--- config.mk ---
export PLATFORM = sky130hd
export DESIGN_NAME = wl_seq_div_flat
export DESIGN_NICKNAME = d
export VERILOG_FILES = /design/src/rtl/wl_div_pkg.sv /design/src/rtl/wl_seq_div_if.sv /design/src/rtl/wl_div_step.sv /design/src/rtl/wl_seq_div.sv /design/src/flat_wrapper.sv
export SDC_FILE = /design/constraint.sdc
export NUM_CORES = 1
export LEC_CHECK = 0
export ABC_AREA = 1
export CAP_MARGIN = 30
export CORE_ASPECT_RATIO = 0.7
export CORE_MARGIN = 5
export CORE_UTILIZATION = 25
export CTS_CLUSTER_SIZE = 16
export DETAILED_ROUTE_END_ITERATION = 8
export PLACE_DENSITY_LB_ADDON = 0.1
export SETUP_SLACK_MARGIN = 0.2
export SYNTH_ARGS = -nofsm -noshare
export SYNTH_HDL_FRONTEND = slang
export SYNTH_HIERARCHICAL = 1
export SYNTH_SLANG_ARGS = --single-unit
--- constraint.sdc ---
create_clock -name clk -period 14.2 [get_ports clk]
set_clock_uncertainty 0.15 [all_clocks]
set_input_delay 4.26 -clock clk [delete_from_list [all_inputs] [get_ports clk]]
set_output_delay 4.26 -clock clk [all_outputs]
set_load 0.01 [all_outputs]
--- src/rtl/wl_div_pkg.sv ---
// wl_div_pkg: shared state encoding and default widths for wl_seq_div.
package wl_div_pkg;
    localparam int DIV_DW = 36;
    localparam int DIV_VW = 18;
    localparam int DIV_CW = 6;
    typedef enum logic [1:0] {
        ST_IDLE = 2'd0,
        ST_CALC = 2'd1,
        ST_DONE = 2'd2,
        ST_FIX  = 2'd3
    } state_t;
endpackage

--- src/rtl/wl_seq_div_if.sv ---
// wl_seq_div_if: valid/ready operand and result bundle for wl_seq_div.
interface wl_seq_div_if import wl_div_pkg::*; #(
    parameter int DW = DIV_DW,
    parameter int VW = DIV_VW
);
    logic          in_valid, in_ready, out_valid, out_ready, div_zero;
    logic [DW-1:0] dividend, quotient;
    logic [VW-1:0] divisor, remainder;
    modport master (
        output in_valid, dividend, divisor, out_ready,
        input  in_ready, out_valid, quotient, remainder, div_zero
    );
    modport slave (
        input  in_valid, dividend, divisor, out_ready,
        output in_ready, out_valid, quotient, remainder, div_zero
    );
endinterface

--- src/rtl/wl_div_step.sv ---
// wl_div_step: one radix-2 restoring step (shift in, compare, subtract, quotient bit).
module wl_div_step #(
    parameter int VW = 18
) (
    input  logic [VW:0]   r,
    input  logic          q_msb,
    input  logic [VW-1:0] divisor,
    output logic [VW:0]   r_nxt,
    output logic          q_bit
);
    logic [VW+1:0] t;
    assign t     = {r, q_msb};
    assign q_bit = t >= {2'b00, divisor};
    assign r_nxt = (VW+1)'(q_bit ? t - {2'b00, divisor} : t);
endmodule

--- src/rtl/wl_seq_div.sv ---
// wl_seq_div: iterative radix-2 restoring divider, one bit per cycle, valid/ready on both sides.
// WL_SEQ_DIV_SIGNED_EN selects two's complement operands with a sign-fix cycle.
module wl_seq_div import wl_div_pkg::*; #(
    parameter int DW = DIV_DW,
    parameter int VW = DIV_VW,
    parameter int CW = DIV_CW
) (
    input logic         clk,
    input logic         rst_n,
    wl_seq_div_if.slave bus
);
    state_t        state;
    logic [CW-1:0] cnt;
    logic [DW-1:0] q_sh, q_fin;
    logic [VW-1:0] dvs;
    logic [VW:0]   r, r_nxt;
    logic          q_bit;
`ifdef WL_SEQ_DIV_SIGNED_EN
    logic          sign_q, sign_r;
`endif

    wl_div_step #(.VW(VW)) u_step (
        .r(r), .q_msb(q_sh[DW-1]), .divisor(dvs), .r_nxt(r_nxt), .q_bit(q_bit)
    );

    assign q_fin = {q_sh[DW-2:0], q_bit};

    always_ff @(posedge clk) begin
        if (!rst_n) begin
            state         <= ST_IDLE;
            cnt           <= '0;
            bus.in_ready  <= 1'b1;
            bus.out_valid <= 1'b0;
            bus.quotient  <= '0;
            bus.remainder <= '0;
            bus.div_zero  <= 1'b0;
        end else begin
            case (state)
                ST_IDLE: if (bus.in_valid && bus.in_ready) begin
`ifdef WL_SEQ_DIV_SIGNED_EN
                    q_sh   <= bus.dividend[DW-1] ? -bus.dividend : bus.dividend;
                    dvs    <= bus.divisor[VW-1] ? -bus.divisor : bus.divisor;
                    sign_q <= bus.dividend[DW-1] ^ bus.divisor[VW-1];
                    sign_r <= bus.dividend[DW-1];
`else
                    q_sh   <= bus.dividend;
                    dvs    <= bus.divisor;
`endif
                    r            <= '0;
                    cnt          <= '0;
                    bus.div_zero <= bus.divisor == '0;
                    bus.in_ready <= 1'b0;
                    state        <= ST_CALC;
                end
                ST_CALC: begin
                    q_sh <= q_fin;
                    r    <= r_nxt;
                    cnt  <= cnt + 1'b1;
                    if (cnt == CW'(DW - 1)) begin
`ifdef WL_SEQ_DIV_SIGNED_EN
                        state <= ST_FIX;
`else
                        bus.quotient  <= bus.div_zero ? '1 : q_fin;
                        bus.remainder <= bus.div_zero ? '0 : r_nxt[VW-1:0];
                        bus.out_valid <= 1'b1;
                        state         <= ST_DONE;
`endif
                    end
                end
`ifdef WL_SEQ_DIV_SIGNED_EN
                ST_FIX: begin
                    bus.quotient  <= bus.div_zero ? '1 : (sign_q ? -q_sh : q_sh);
                    bus.remainder <= bus.div_zero ? '0 : (sign_r ? -r[VW-1:0] : r[VW-1:0]);
                    bus.out_valid <= 1'b1;
                    state         <= ST_DONE;
                end
`endif
                ST_DONE: if (bus.out_ready) begin
                    bus.out_valid <= 1'b0;
                    bus.in_ready  <= 1'b1;
                    state         <= ST_IDLE;
                end
                default: state <= ST_IDLE;
            endcase
        end
    end
endmodule
--- src/flat_wrapper.sv ---
// flat-port wrapper written by rule: the top's interface ports become plain ports
module wl_seq_div_flat import wl_div_pkg::*;
#(
    parameter int DW = DIV_DW,
    parameter int VW = DIV_VW,
    parameter int CW = DIV_CW
)
  (clk, rst_n, bus_in_valid, bus_dividend, bus_divisor, bus_out_ready, bus_in_ready, bus_out_valid, bus_quotient, bus_remainder, bus_div_zero);
  wl_seq_div_if #(.DW(DW), .VW(VW)) bus_i ();
  input logic clk;
  input logic rst_n;
  input wire logic [$bits(bus_i.in_valid)-1:0] bus_in_valid;
  input wire logic [$bits(bus_i.dividend)-1:0] bus_dividend;
  input wire logic [$bits(bus_i.divisor)-1:0] bus_divisor;
  input wire logic [$bits(bus_i.out_ready)-1:0] bus_out_ready;
  output wire logic [$bits(bus_i.in_ready)-1:0] bus_in_ready;
  output wire logic [$bits(bus_i.out_valid)-1:0] bus_out_valid;
  output wire logic [$bits(bus_i.quotient)-1:0] bus_quotient;
  output wire logic [$bits(bus_i.remainder)-1:0] bus_remainder;
  output wire logic [$bits(bus_i.div_zero)-1:0] bus_div_zero;
  assign bus_i.in_valid = bus_in_valid;
  assign bus_i.dividend = bus_dividend;
  assign bus_i.divisor = bus_divisor;
  assign bus_i.out_ready = bus_out_ready;
  assign bus_in_ready = bus_i.in_ready;
  assign bus_out_valid = bus_i.out_valid;
  assign bus_quotient = bus_i.quotient;
  assign bus_remainder = bus_i.remainder;
  assign bus_div_zero = bus_i.div_zero;
  wl_seq_div #(.DW(DW), .VW(VW), .CW(CW)) u_core (.clk(clk), .rst_n(rst_n), .bus(bus_i));
endmodule
==> reports/qor.csv <==
stage;metric;value;unit
logic_synthesis;post-synthesis adder-cell area fraction;0.0356;
drt;Avg WL per Cell;15.8;microns
clock_network;clk slew on worst S/H paths;0.06;ns
worst_setup_path;crit-path cells;clkdlybuf4s50_1 -> buf_4 -> inv_2 -> nor2_4 -> buf_4;
cells_and_area;antenna cells;0;
timing;worst slew pin tran;0.825;ns
logic_synthesis;simple-gate share of the synthesized area;0.353;
power;P_leak;3.95;nW
worst_setup_path;Worst R2R Start;u_core/dvs[0];
clock_network;post-CTS setup buffer count;0;
timing;final period utilization;0.455;
logic_synthesis;mux share of post-synthesis cell area;0;
drt;DR vias;6268;
timing;Fin. Hold Viols;0;
worst_setup_path;setup slack, reg-to-reg;10.97;ns
logic_synthesis;number of enable flip-flop cells after synthesis;73;
clock_network;number of CTS-inserted buffers;17;
clock_network;clock buffer depth;2;
cells_and_area;multi-input logic area;3160;sq um
timing;f_max;0.155;GHz
job;max cap viols;0;
die;# IOs;115;
cells_and_area;Total Nets Final;1131;
cells_and_area;FF/Latch Area;3490;sq um
worst_setup_path;endpoint class of the critical path;flop;
cells_and_area;Filler cells;3183;
die;core area;28800;sq um
worst_setup_path;Setup crit start;rst_n;
die;Die X;213;microns
logic_synthesis;Synth Area in Compound Gates;0.0349;
worst_setup_path;crit-path max cell delay;0.64;ns
logic_synthesis;Post-Syn Area;7240;sq um
worst_setup_path;CP required;14.10;ns
timing;pins over their slew limit;0;
worst_setup_path;Reg2Reg Depth;16;
worst_hold_path;Min-Delay Path Class;flop to flop;
logic_synthesis;Post-Synth XOR/XNOR Area;0.0109;
drt;DR pass1 iterations;4;
worst_setup_path;slowest CP cell;buf_4;
clock_network;clk_lat worst skew;0.43;ns
cells_and_area;layout cells sized above 1;0.0497;
logic_synthesis;Synth Warn #;6;
timing;RSZ-0062 raised after global routing;no;
power;PwrDens;115;nW/um^2
grt;grt total ovfl;0;
worst_setup_path;stages on the worst setup path;5;
worst_setup_path;CP top delay family;buffers and inverters;
place;dpl hpwl;15.7;mm
logic_synthesis;ys flop type;edfxtp_1;
place;gpl congestion;0.815;
logic_synthesis;distinct cell type count after synthesis;34;
grt;initial antenna violation count;0;
worst_setup_path;crit start category;input port;
worst_hold_path;hold path depth;2;
worst_setup_path;CP most frequent cell;buf_4;
clock_network;CTS tree;done;
worst_setup_path;critical path peak fanout;55;
status;outcome;completed;
worst_hold_path;hold path start;u_core/bus.remainder[0];
logic_synthesis;Seq/Total Area, Yosys;0.482;
grt;largest net degree at the start of global routing;67;
timing;setup violators final;0;
drt;Starting DRT DRC Count;286;
place;Port Buffers;114;
worst_setup_path;CP Class;input port to flop;
timing;Setup TNS Final;0;ns
clock_network;# clock sinks;138;
timing;Slew HR;0.449;
grt;Tot GR Track Use;0.141;
grt;first-pass GRT wire length;35.8;mm
clock_network;Hold Buf Count CTS;0;
die;Cell Rows;52;
logic_synthesis;Synth Net Count;1037;
power;VDD IR-drop max;0.0717;mV
die;Die ar.;32500;sq um
die;Die Ht;152;microns
logic_synthesis;Post-synth ARST share;0;
die;Initial Util;0.252;
clock_network;Clock Tree Root;clkbuf_16;
clock_network;post-cts sizing count;0;
clock_network;H-tree depth;4;
logic_synthesis;synthesized area per cell;7.55;sq um
drt;Post-DRT Antenna Nets;0;
timing;Tmin final;6.47;ns
drt;vias per cell;4.34;
logic_synthesis;flops & latches, synth;138;
worst_setup_path;crit path buf inv count;4;
drt;Remaining DRCs;0;
worst_setup_path;Crit path arrival time;6.37;ns
logic_synthesis;Synth Instances;959;
power;Total Power;1.06;mW
cells_and_area;area grow syn2layout;27.8;%
grt;vias in the first global route;6112;
logic_synthesis;largest family of logic cells by synthesized area;simple AND/OR/NAND/NOR gates;
drt;wire length after detailed routing;22.8;mm
## sequential cells by signal (all words and copies together), names as in the netlist
name                  count
u_core/state              2
u_core/cnt                6
u_core/bus.out_valid      1
u_core/q_sh              36
u_core/bus.div_zero       1
u_core/bus.in_ready       1
u_core/dvs               18
u_core/r                 19
u_core/bus.quotient      36
u_core/bus.remainder     18
## worst register-to-register path, cell delays in order (launching register included)
cell,delay (ns)
edfxtp_1,0.40
ha_1,0.26
fa_1,0.48
inv_1,0.09
nand3_1,0.07
nand3_2,0.12
nand3_1,0.10
nand3_2,0.11
nand2_1,0.07
nand2_2,0.47
inv_4,0.24
nand2_2,0.13
nand2_1,0.05
inv_1,0.12
nor2_1,0.06
nand4_1,0.12
a21oi_1,0.07
## cells in the mapped netlist, types with 8 or more instances
master    instances  area (sq um)
buf_2            15          75.1
inv_1            84           315
nand3b_1          8          60.1
nand3_1          26           130
clkbuf_1         15          56.3
a21oi_1          38           190
dfxtp_1          65          1300
edfxtp_1         73          2190
nand4_1          57           357
nand2_1         311          1170
ha_1             19           238
nor2_1          183           687
## final timing paths
kind,endpoint
max,u_core/q_sh[19]
min,u_core/bus.remainder[0]
max reg2reg,u_core/bus.remainder[16]
min reg2reg,u_core/bus.remainder[0]
## per-stage QoR
| stage | setup slack [ns] | hold WS [ns] | cell area (sq um) | std cells | util |
|---|---|---|---|---|---|
| global placement | 7.22 | 0.300 | 8660 | 1411 | 0.301 |
| CTS | 7.68 | 0.316 | 9250 | 1444 | 0.322 |
| floorplan | 6.47 | 0.298 | 7240 | 959 | - |
| detailed placement | 7.22 | 0.309 | 8680 | 1412 | 0.302 |
| global route | 7.58 | 0.336 | 9250 | 1444 | 0.322 |
| finish | 7.73 | 0.315 | 9250 | 1444 | 0.322 |
## metal layers
metal,GRT usage,part of all wire
met5,0,0
met4,0.0354,0.010
met3,0.0342,0.047
met2,0.190,0.40
met1,0.223,0.55
## power breakdown
group	switching, mW	leakage, nW	internal, mW	total, mW
logic	0.107	2.46	0.0573	0.164
registers	0.00842	1.22	0.444	0.452
clock network	0.172	0.272	0.274	0.446
## cell type report
cell class / count / share of cell area
sequential: 138 / 0.378
multi-input combinational: 685 / 0.342
timing repair buffer: 122 / 0.131
tap: 378 / 0.0511
clock buffer: 23 / 0.0484
inverter: 89 / 0.0364
clock inverter: 9 / 0.0133
## kinds of logic after synthesis
logic type / Yosys count
compound gates: 49
xor+xnor: 9
fa+ha+maj: 20
buf+inv: 136
flops: 138
simple gates: 607
## cells in the final DEF, fill, tap and decap left out, drive strengths merged, types with 6 or more instances in the layout
cell           instances
o21ai                  8
nor2                 188
dfxtp                 65
edfxtp                73
xor2                   7
nand4                 57
a21oi                 38
nand3b                 8
buf                    8
ha                    19
clkbuf                23
nor3                   6
nand2                317
nand3                 28
clkdlybuf4s50        114
inv                   89
(Power assumes the default switching activity.)
